`src/rtl/strided_ring_counter.sv`:
```
// strided_ring_counter: ring/Johnson sequencer spread across a strided select bus
module strided_ring_counter #(
   parameter int POSITIONS = 5,
   parameter int STRIDE    = 3,
   parameter int OFFSET    = 2,
   parameter int RESET_POS = 4,
   localparam int PH_W     = $clog2(2 * POSITIONS),
   localparam int OUT_W    = POSITIONS * STRIDE
) (
   input  logic             clk,
   input  logic             rst_n,
   input  logic             start,
   input  logic             dir,
   input  logic             mode,
   input  logic             load,
   input  logic [PH_W-1:0]  load_pos,
   input  logic             clear,
   output logic [OUT_W-1:0] out,
   output logic [PH_W-1:0]  pos,
   output logic             wrap,
   output logic             load_err
);
   if (POSITIONS < 2 || STRIDE < 1 || OFFSET < 0 || OFFSET >= STRIDE || RESET_POS < 0 || RESET_POS >= POSITIONS) begin : g_bad_params
      $error("strided_ring_counter: parameter out of range");
   end
   localparam logic [PH_W-1:0]      N_PH      = PH_W'(POSITIONS);
   localparam logic [PH_W-1:0]      RING_LAST = PH_W'(POSITIONS - 1);
   localparam logic [PH_W-1:0]      JOHN_LAST = PH_W'(2 * POSITIONS - 1);
   localparam logic [PH_W-1:0]      RST_PH    = PH_W'(RESET_POS);
   localparam logic [PH_W-1:0]      PH_ONE    = PH_W'(1);
   localparam logic [POSITIONS-1:0] RING_RST  = POSITIONS'(1) << RESET_POS;
   logic                 mode_q, mode_d;
   logic [POSITIONS-1:0] cell_q, cell_d, load_cell;
   logic [PH_W-1:0]      pos_q, pos_d, last;
   logic                 wrap_q, wrap_d, load_err_q, load_err_d;
   logic                 legal, load_ok;
   // Decode the current phase range, state legality and the pattern a load would install
   always_comb begin
      last      = mode_q ? JOHN_LAST : RING_LAST;
      legal     = mode_q ? $onehot0(cell_q[POSITIONS-2:0] ^ cell_q[POSITIONS-1:1]) : $onehot(cell_q);
      load_ok   = load_pos <= last;
      load_cell = '0;
      for (int i = 0; i < POSITIONS; i++)
         load_cell[i] = mode_q ? (load_pos <= N_PH ? PH_W'(i) < load_pos : PH_W'(i) >= load_pos - N_PH)
                               : load_pos == PH_W'(i);
   end
   // Next state: recovery/clear > mode change > load > step
   always_comb begin
      mode_d     = mode_q;
      cell_d     = cell_q;
      pos_d      = pos_q;
      wrap_d     = 1'b0;
      load_err_d = 1'b0;
      if (!legal || clear) begin
         cell_d = mode_q ? '0 : RING_RST;
         pos_d  = mode_q ? '0 : RST_PH;
      end else if (mode != mode_q) begin
         mode_d = mode;
         cell_d = mode ? '0 : RING_RST;
         pos_d  = mode ? '0 : RST_PH;
      end else if (load) begin
         cell_d     = load_ok ? load_cell : cell_q;
         pos_d      = load_ok ? load_pos : pos_q;
         load_err_d = !load_ok;
      end else if (start) begin
         cell_d = dir ? {cell_q[0] ^ mode_q, cell_q[POSITIONS-1:1]}
                      : {cell_q[POSITIONS-2:0], cell_q[POSITIONS-1] ^ mode_q};
         pos_d  = dir ? (pos_q == '0 ? last : pos_q - PH_ONE)
                      : (pos_q == last ? '0 : pos_q + PH_ONE);
         wrap_d = dir ? pos_q == '0 : pos_q == last;
      end
   end
   // State registers with asynchronous reset to the ring reset pattern
   always_ff @(posedge clk or negedge rst_n) begin
      if (!rst_n) begin
         mode_q     <= 1'b0;
         cell_q     <= RING_RST;
         pos_q      <= RST_PH;
         wrap_q     <= 1'b0;
         load_err_q <= 1'b0;
      end else begin
         mode_q     <= mode_d;
         cell_q     <= cell_d;
         pos_q      <= pos_d;
         wrap_q     <= wrap_d;
         load_err_q <= load_err_d;
      end
   end
   // Spread each cell onto its lane of the strided bus; other lanes stay low
   always_comb begin
      out = '0;
      for (int i = 0; i < POSITIONS; i++)
         out[i*STRIDE+OFFSET] = cell_q[i];
   end
   assign pos      = pos_q;
   assign wrap     = wrap_q;
   assign load_err = load_err_q;
endmodule

```
`config.mk`:
```
export PLATFORM = sky130hd
export DESIGN_NAME = strided_ring_counter
export DESIGN_NICKNAME = d
export VERILOG_FILES = /design/src/rtl/strided_ring_counter.sv
export SDC_FILE = /design/constraint.sdc
export NUM_CORES = 1
export LEC_CHECK = 0
export ABC_AREA = 1
export CAP_MARGIN = 5
export CORE_AREA = 2 2 58 60
export DETAILED_ROUTE_END_ITERATION = 12
export DIE_AREA = 0 0 60 62
export PLACE_DENSITY = 0.87
export SYNTH_ARGS = -nofsm -noshare
export SYNTH_HDL_FRONTEND = slang
export SYNTH_SLANG_ARGS = --single-unit
```
`constraint.sdc`:
```
create_clock -name clk -period 6.44 [get_ports clk]
set_clock_uncertainty 0.2 [all_clocks]
set_input_delay 0.966 -clock clk [delete_from_list [all_inputs] [get_ports clk]]
set_output_delay 0.966 -clock clk [all_outputs]
set_load 0.01 [all_outputs]
```
==> run summary, run 1 <==
status = complete, no violations
Slew headroom = 64.65%
Area Overhead vs Synth = 15.33%
Pre-Repair DR Iteration Count = 4
Hold Path Depth = 2
clock latency on the worst-skew pair = 0.27 ns
top cells by count, synth = nand2_1 (65), inv_1 (31), nand3_1 (28)
Final TNS setup = 0 ns
routability cong. = 0.9051
Final Util = 54.78%
DRT iter0 DRCs = 55
Unique masters post-synth = 33
Hold Violations, Final = 0
top-count cell post-synth = nand2_1
EDFF count, synth = 0
clock sinks = 12
Die ar. = 3720 sq um
initial core utilization = 47.50%
Antenna Nets Post-Route = 0
clock root cell = clkbuf_4
YS warnings = 0
largest net degree at the start of global routing = 14
Synth Flop Type = dfrtp_1
PortBufs = 21
r2r endpoint = cell_q[4]
post-CTS setup buffer count = 0
vias in the first global route = 1262
crit path launch = cell_q[1]
FF-to-FF setup slack = 3.52 ns
number of fill cells = 308
# IOs = 32
die height = 62 microns
Crit Path Class = register to register
post-synth top area cell = dfrtp_1
CTS buffer count = 3
CP startpoint kind = register
CP required = 6.44 ns
cells on worst reg2reg path = 12
WP data arrival = 2.91 ns
Overflow after GRT = 0
fin worst setup slack = 3.524 ns
Finish-stage setup viols = 0
Worst-Margin Slew = 0.5286 ns
max cap viols = 0
cell area after placement = 1705 sq um
Vias/cell = 4.956
CTS tree = built
Area contributors post-synth = dfrtp_1 (17%), nand2_1 (16%), ha_1 (9.9%)
Power Density = 310.3 nW/um^2
Slew Viols, Final = 0
peak supply drop = 209.7 uV
fin area = 1742 sq um
Place WS = 3.391 ns
Antenna Diode Count = 0
RR Startpoint = cell_q[1]
Tmin final = 2.916 ns
total number of vias = 1467
detailed-route wire length per cell = 11.05 microns
FFs w/ async S/R, synth = 100.0%
Core Footprint = 3179 sq um
nets = 277
post-CTS sizing = 0
Syn Inst Count = 230
final hold slack = 0.3794 ns
Fmax = 0.3429 GHz
endpoint type of the worst setup path = register
DRC Markers = 0
RSZ-0062 raised after global routing = false
Hold-fix buffers, CTS = 0
share of cells above drive strength 1 = 7.600%
Cell Area, Synth = 1510 sq um
crit path max fanout = 9
Yosys reg bits = 12
final wirelength = 3271 microns
FP Rows = 21
worst setup path endpoint = cell_q[4]
Synth top area share = 16.57%
Die X = 60 microns
initial antenna violation count = 0
Tightest Hold Check Type = register to register
CTS clk-pin slew, worst paths = 0.08 ns
static leakage = 0.8969 nW
Clock Path Buffers = 2
DP Wirelength = 2590 microns
fin crit share = 45.29%
H-tree levels = 1
gr usage total = 19.19%
Seq/Total Area, Yosys = 20.05%
first-pass GRT wire length = 5375 microns
Avg Cell Area, Syn = 6.566 sq um
## layout by cell type, fill, tap and decap left out, types with 2 or more instances in the layout
cell type,count
clkbuf_4,3
a21oi_2,2
o21ai_1,4
nand4_1,2
xnor2_1,3
clkdlybuf4s50_1,21
a21oi_1,14
dfrtp_1,10
nand2_2,2
conb_1,10
inv_2,5
dfstp_2,2
nand2_1,65
ha_1,12
nor2_1,8
o21bai_1,2
fa_1,3
o21ai_0,10
inv_1,31
xor2_1,2
nand3_1,28
## cell type report
class	count	area, sq um	share of cell area, %
well taps	46	57.56	3.305
inverters	36	135.1	7.759
flip-flops and latches	12	302.8	17.39
multi-input cells	177	999.7	57.40
repair buffers	21	210.2	12.07
clock buffers	4	36.28	2.083
## cell families (layout without fill, tap and decap cells)
| logic type | Yosys count | in the layout | synth area share [%] |
|---|---|---|---|
| flops | 12 | 12 | 20.05 |
| compound gates | 35 | 35 | 12.93 |
| fa+ha+maj | 15 | 15 | 13.92 |
| simple gates | 112 | 112 | 33.97 |
| xor+xnor | 5 | 5 | 2.900 |
| other cells | 1 | 10 | 0.2483 |
| buf+inv | 50 | 61 | 15.99 |
## per-stage QoR
| stage | cells | total power (W) |
|---|---|---|
| 2_1_floorplan | 239 | 0.0003974 |
| 3_3_place_gp | 292 | 0.0004726 |
| 3_5_place_dp | 292 | 0.0004768 |
| 4_1_cts | 296 | 0.0005394 |
| 5_1_grt | 296 | 0.0005952 |
| 6_report | 296 | 0.0005405 |
## how the worst min path moves through the flow
stage	startpoint	end	slack, ns
final	cell_q[4]	cell_q[4]	0.38
after CTS	cell_q[4]	cell_q[4]	0.37
after global placement	cell_q[4]	cell_q[4]	0.34
after detailed placement	cell_q[4]	cell_q[4]	0.36
after global routing	cell_q[4]	cell_q[4]	0.39
after floorplan	cell_q[4]	cell_q[4]	0.33
## state kept, by name, indices dropped and copies added (netlist names)
signal / cells
pos: 4
mode_q: 1
wrap: 1
load_err: 1
cell_q: 5
## power by group
| group | total [W] | switching [W] | leakage (nW) | internal (W) |
|---|---|---|---|---|
| Clock | 0.0000595 | 0.0000252 | 0.0210 | 0.0000344 |
| Sequential | 0.000144 | 0.0000435 | 0.156 | 0.000100 |
| Combinational | 0.000337 | 0.000198 | 0.720 | 0.000140 |
## routing by layer
layer,global-route usage [%],routed length (microns),share of wire (%)
met2,31.37,1556,48
met3,4.348,142,4.3
met1,26.12,1560,48
met5,0,0,0
met4,4.127,10,0.31
## critical path, cell delays in order, from the launching register on
cell and delay (ns):
dfrtp_1 0.49, inv_1 0.10, fa_1 0.47, fa_1 0.37
inv_1 0.06, ha_1 0.21, nor2_1 0.10, nand2_1 0.06
a21oi_2 0.21, nand3_4 0.16, nor2_8 0.18, nor2_2 0.05
a21oi_1 0.16
(Power assumes the default switching activity.)
==> inputs of run 2 (changes only) <==
==> constraint.sdc (replaced) <==
create_clock -name clk -period 2.9 [get_ports clk]
set_clock_uncertainty 0.2 [all_clocks]
set_input_delay 0.435 -clock clk [delete_from_list [all_inputs] [get_ports clk]]
set_output_delay 0.435 -clock clk [all_outputs]
set_load 0.01 [all_outputs]
==> run summary, run 2 (same netlist as run 1, synthesis figures left out) <==
clock latency on the worst-skew pair = 0.28 ns
Core Footprint = 3179 sq um
status = complete, no violations
Antenna Diode Count = 0
CTS buffer count = 3
initial core utilization = 47.50%
Pre-Repair DR Iteration Count = 5
most frequent cells in the layout = nand2_1 (65), inv_1 (30), nand3_1 (28)
Slew headroom = 62.99%
DP Wirelength = 2912 microns
FP Rows = 21
peak supply drop = 556.2 uV
Die X = 60 microns
leading cell type in the layout, fill and taps excluded = nand2_1
detailed-route wire length per cell = 12.20 microns
Slew Viols, Final = 0
FF-to-FF setup slack = 0.16 ns
clock root cell = clkbuf_4
# IOs = 32
Tightest Hold Check Type = primary input to async pin
DRT iter0 DRCs = 84
Tmin final = 2.739 ns
met2 usage = 37.27%
final wirelength = 3708 microns
Vias/cell = 5.250
met3 track demand over resource = 4.969%
die height = 62 microns
routability cong. = 0.8470
CP startpoint kind = register
cell area after placement = 1735 sq um
Finish-stage setup viols = 0
DRC Markers = 0
CTS clk-pin slew, worst paths = 0.08 ns
Power Density = 719.5 nW/um^2
H-tree levels = 1
CP required = 2.91 ns
Antenna Nets Post-Route = 0
Crit Path Class = register to register
Worst-Margin Slew = 0.5534 ns
Area Overhead vs Synth = 20.63%
gr busiest metal = met2
final hold slack = 0.3079 ns
fin crit share = 94.45%
max cap viols = 0
share of cells above drive strength 1 = 12.02%
PortBufs = 21
Hold Violations, Final = 0
gr usage total = 22.11%
nets = 285
Clock Path Buffers = 2
WP data arrival = 2.75 ns
Overflow after GRT = 0
M1 GR Usage = 28.30%
Final TNS setup = 0 ns
number of fill cells = 289
vias in the first global route = 1408
Die ar. = 3720 sq um
Reg with most FFs = cell_q
static leakage = 0.9363 nW
largest net degree at the start of global routing = 14
first-pass GRT wire length = 6154 microns
total number of vias = 1596
Final Util = 57.30%
max FFs per register = 5
fin area = 1822 sq um
initial antenna violation count = 0
crit path max fanout = 5
CTS tree = built
clock sinks = 12
endpoint type of the worst setup path = register
Design Power = 0.001311 W
Fmax = 0.3651 GHz
[run 2: final cells by class]
cell class	instances	area, sq um	share of cell area [%]
tap	46	57.56	3.159
sequential	12	302.8	16.62
inverter	36	135.1	7.418
timing repair buffer	28	262.8	14.42
multi-input combinational	178	1027	56.39
clock buffer	4	36.28	1.992
[run 2: where the power goes]
group	leakage (nW)	switching [W]	total [W]	internal, W
combinational	0.759	0.000526	0.000888	0.000362
sequential	0.156	0.0000612	0.000284	0.000223
clock	0.0210	0.0000618	0.000138	0.0000764
total	0.936	0.000649	0.00131	0.000661
[run 2: final timing paths]
check	startpoint	to	cells past startpoint
max	cell_q[0]	cell_q[4]	13
max in group asynchronous	rst_n	pos[2]	1
min in group clk	cell_q[4]	cell_q[4]	2
min	rst_n	cell_q[0]	1
min reg2reg	cell_q[4]	cell_q[4]	2
max reg2reg	cell_q[0]	cell_q[4]	13
[run 2: worst max-delay path, cell delays in order, from the launching register on]
cell     delay [ns]
dfrtp_1        0.39
inv_1          0.11
fa_1           0.44
fa_2           0.33
inv_1          0.06
ha_1           0.21
nor2_1         0.09
nand2_1        0.09
a21oi_4        0.19
nand3_4        0.17
nor2_8         0.19
inv_2          0.05
nor2_1         0.10
a21oi_1        0.05
[run 2: metal layers]
metal  vias up  part of all wire [%]
met4         0                   1.1
met5         -                     0
li1        772                     -
met3         8                   7.8
met2        69                    49
met1       747                    43
[run 2: repair_timing]
action	in CTS	in global routing
setup buffers	0	3
endpoints found under the hold margin	0	0
gates resized for setup	0	5
setup endpoints to repair	0	9
hold buffers	0	0
[run 2: per-stage QoR]
stage | instances | setup slack (ns)
after detailed placement | 296 | 0.04062
after floorplan | 239 | 0.1596
after CTS | 300 | 0.03481
after global placement | 296 | 0.1998
final | 304 | 0.1611
after global routing | 304 | -0.0009397
==> inputs of run 3 (changes only) <==
--- a/config.mk
+++ b/config.mk
@@ -10,6 +10,7 @@
 export CORE_AREA = 2 2 58 60
 export DETAILED_ROUTE_END_ITERATION = 12
 export DIE_AREA = 0 0 60 62
+export GPL_ROUTABILITY_DRIVEN = 0
 export PLACE_DENSITY = 0.87
 export SYNTH_ARGS = -nofsm -noshare
 export SYNTH_HDL_FRONTEND = slang
==> results of run 3 <==
No change in the layout: final DEF, timing and power equal those of run 2.
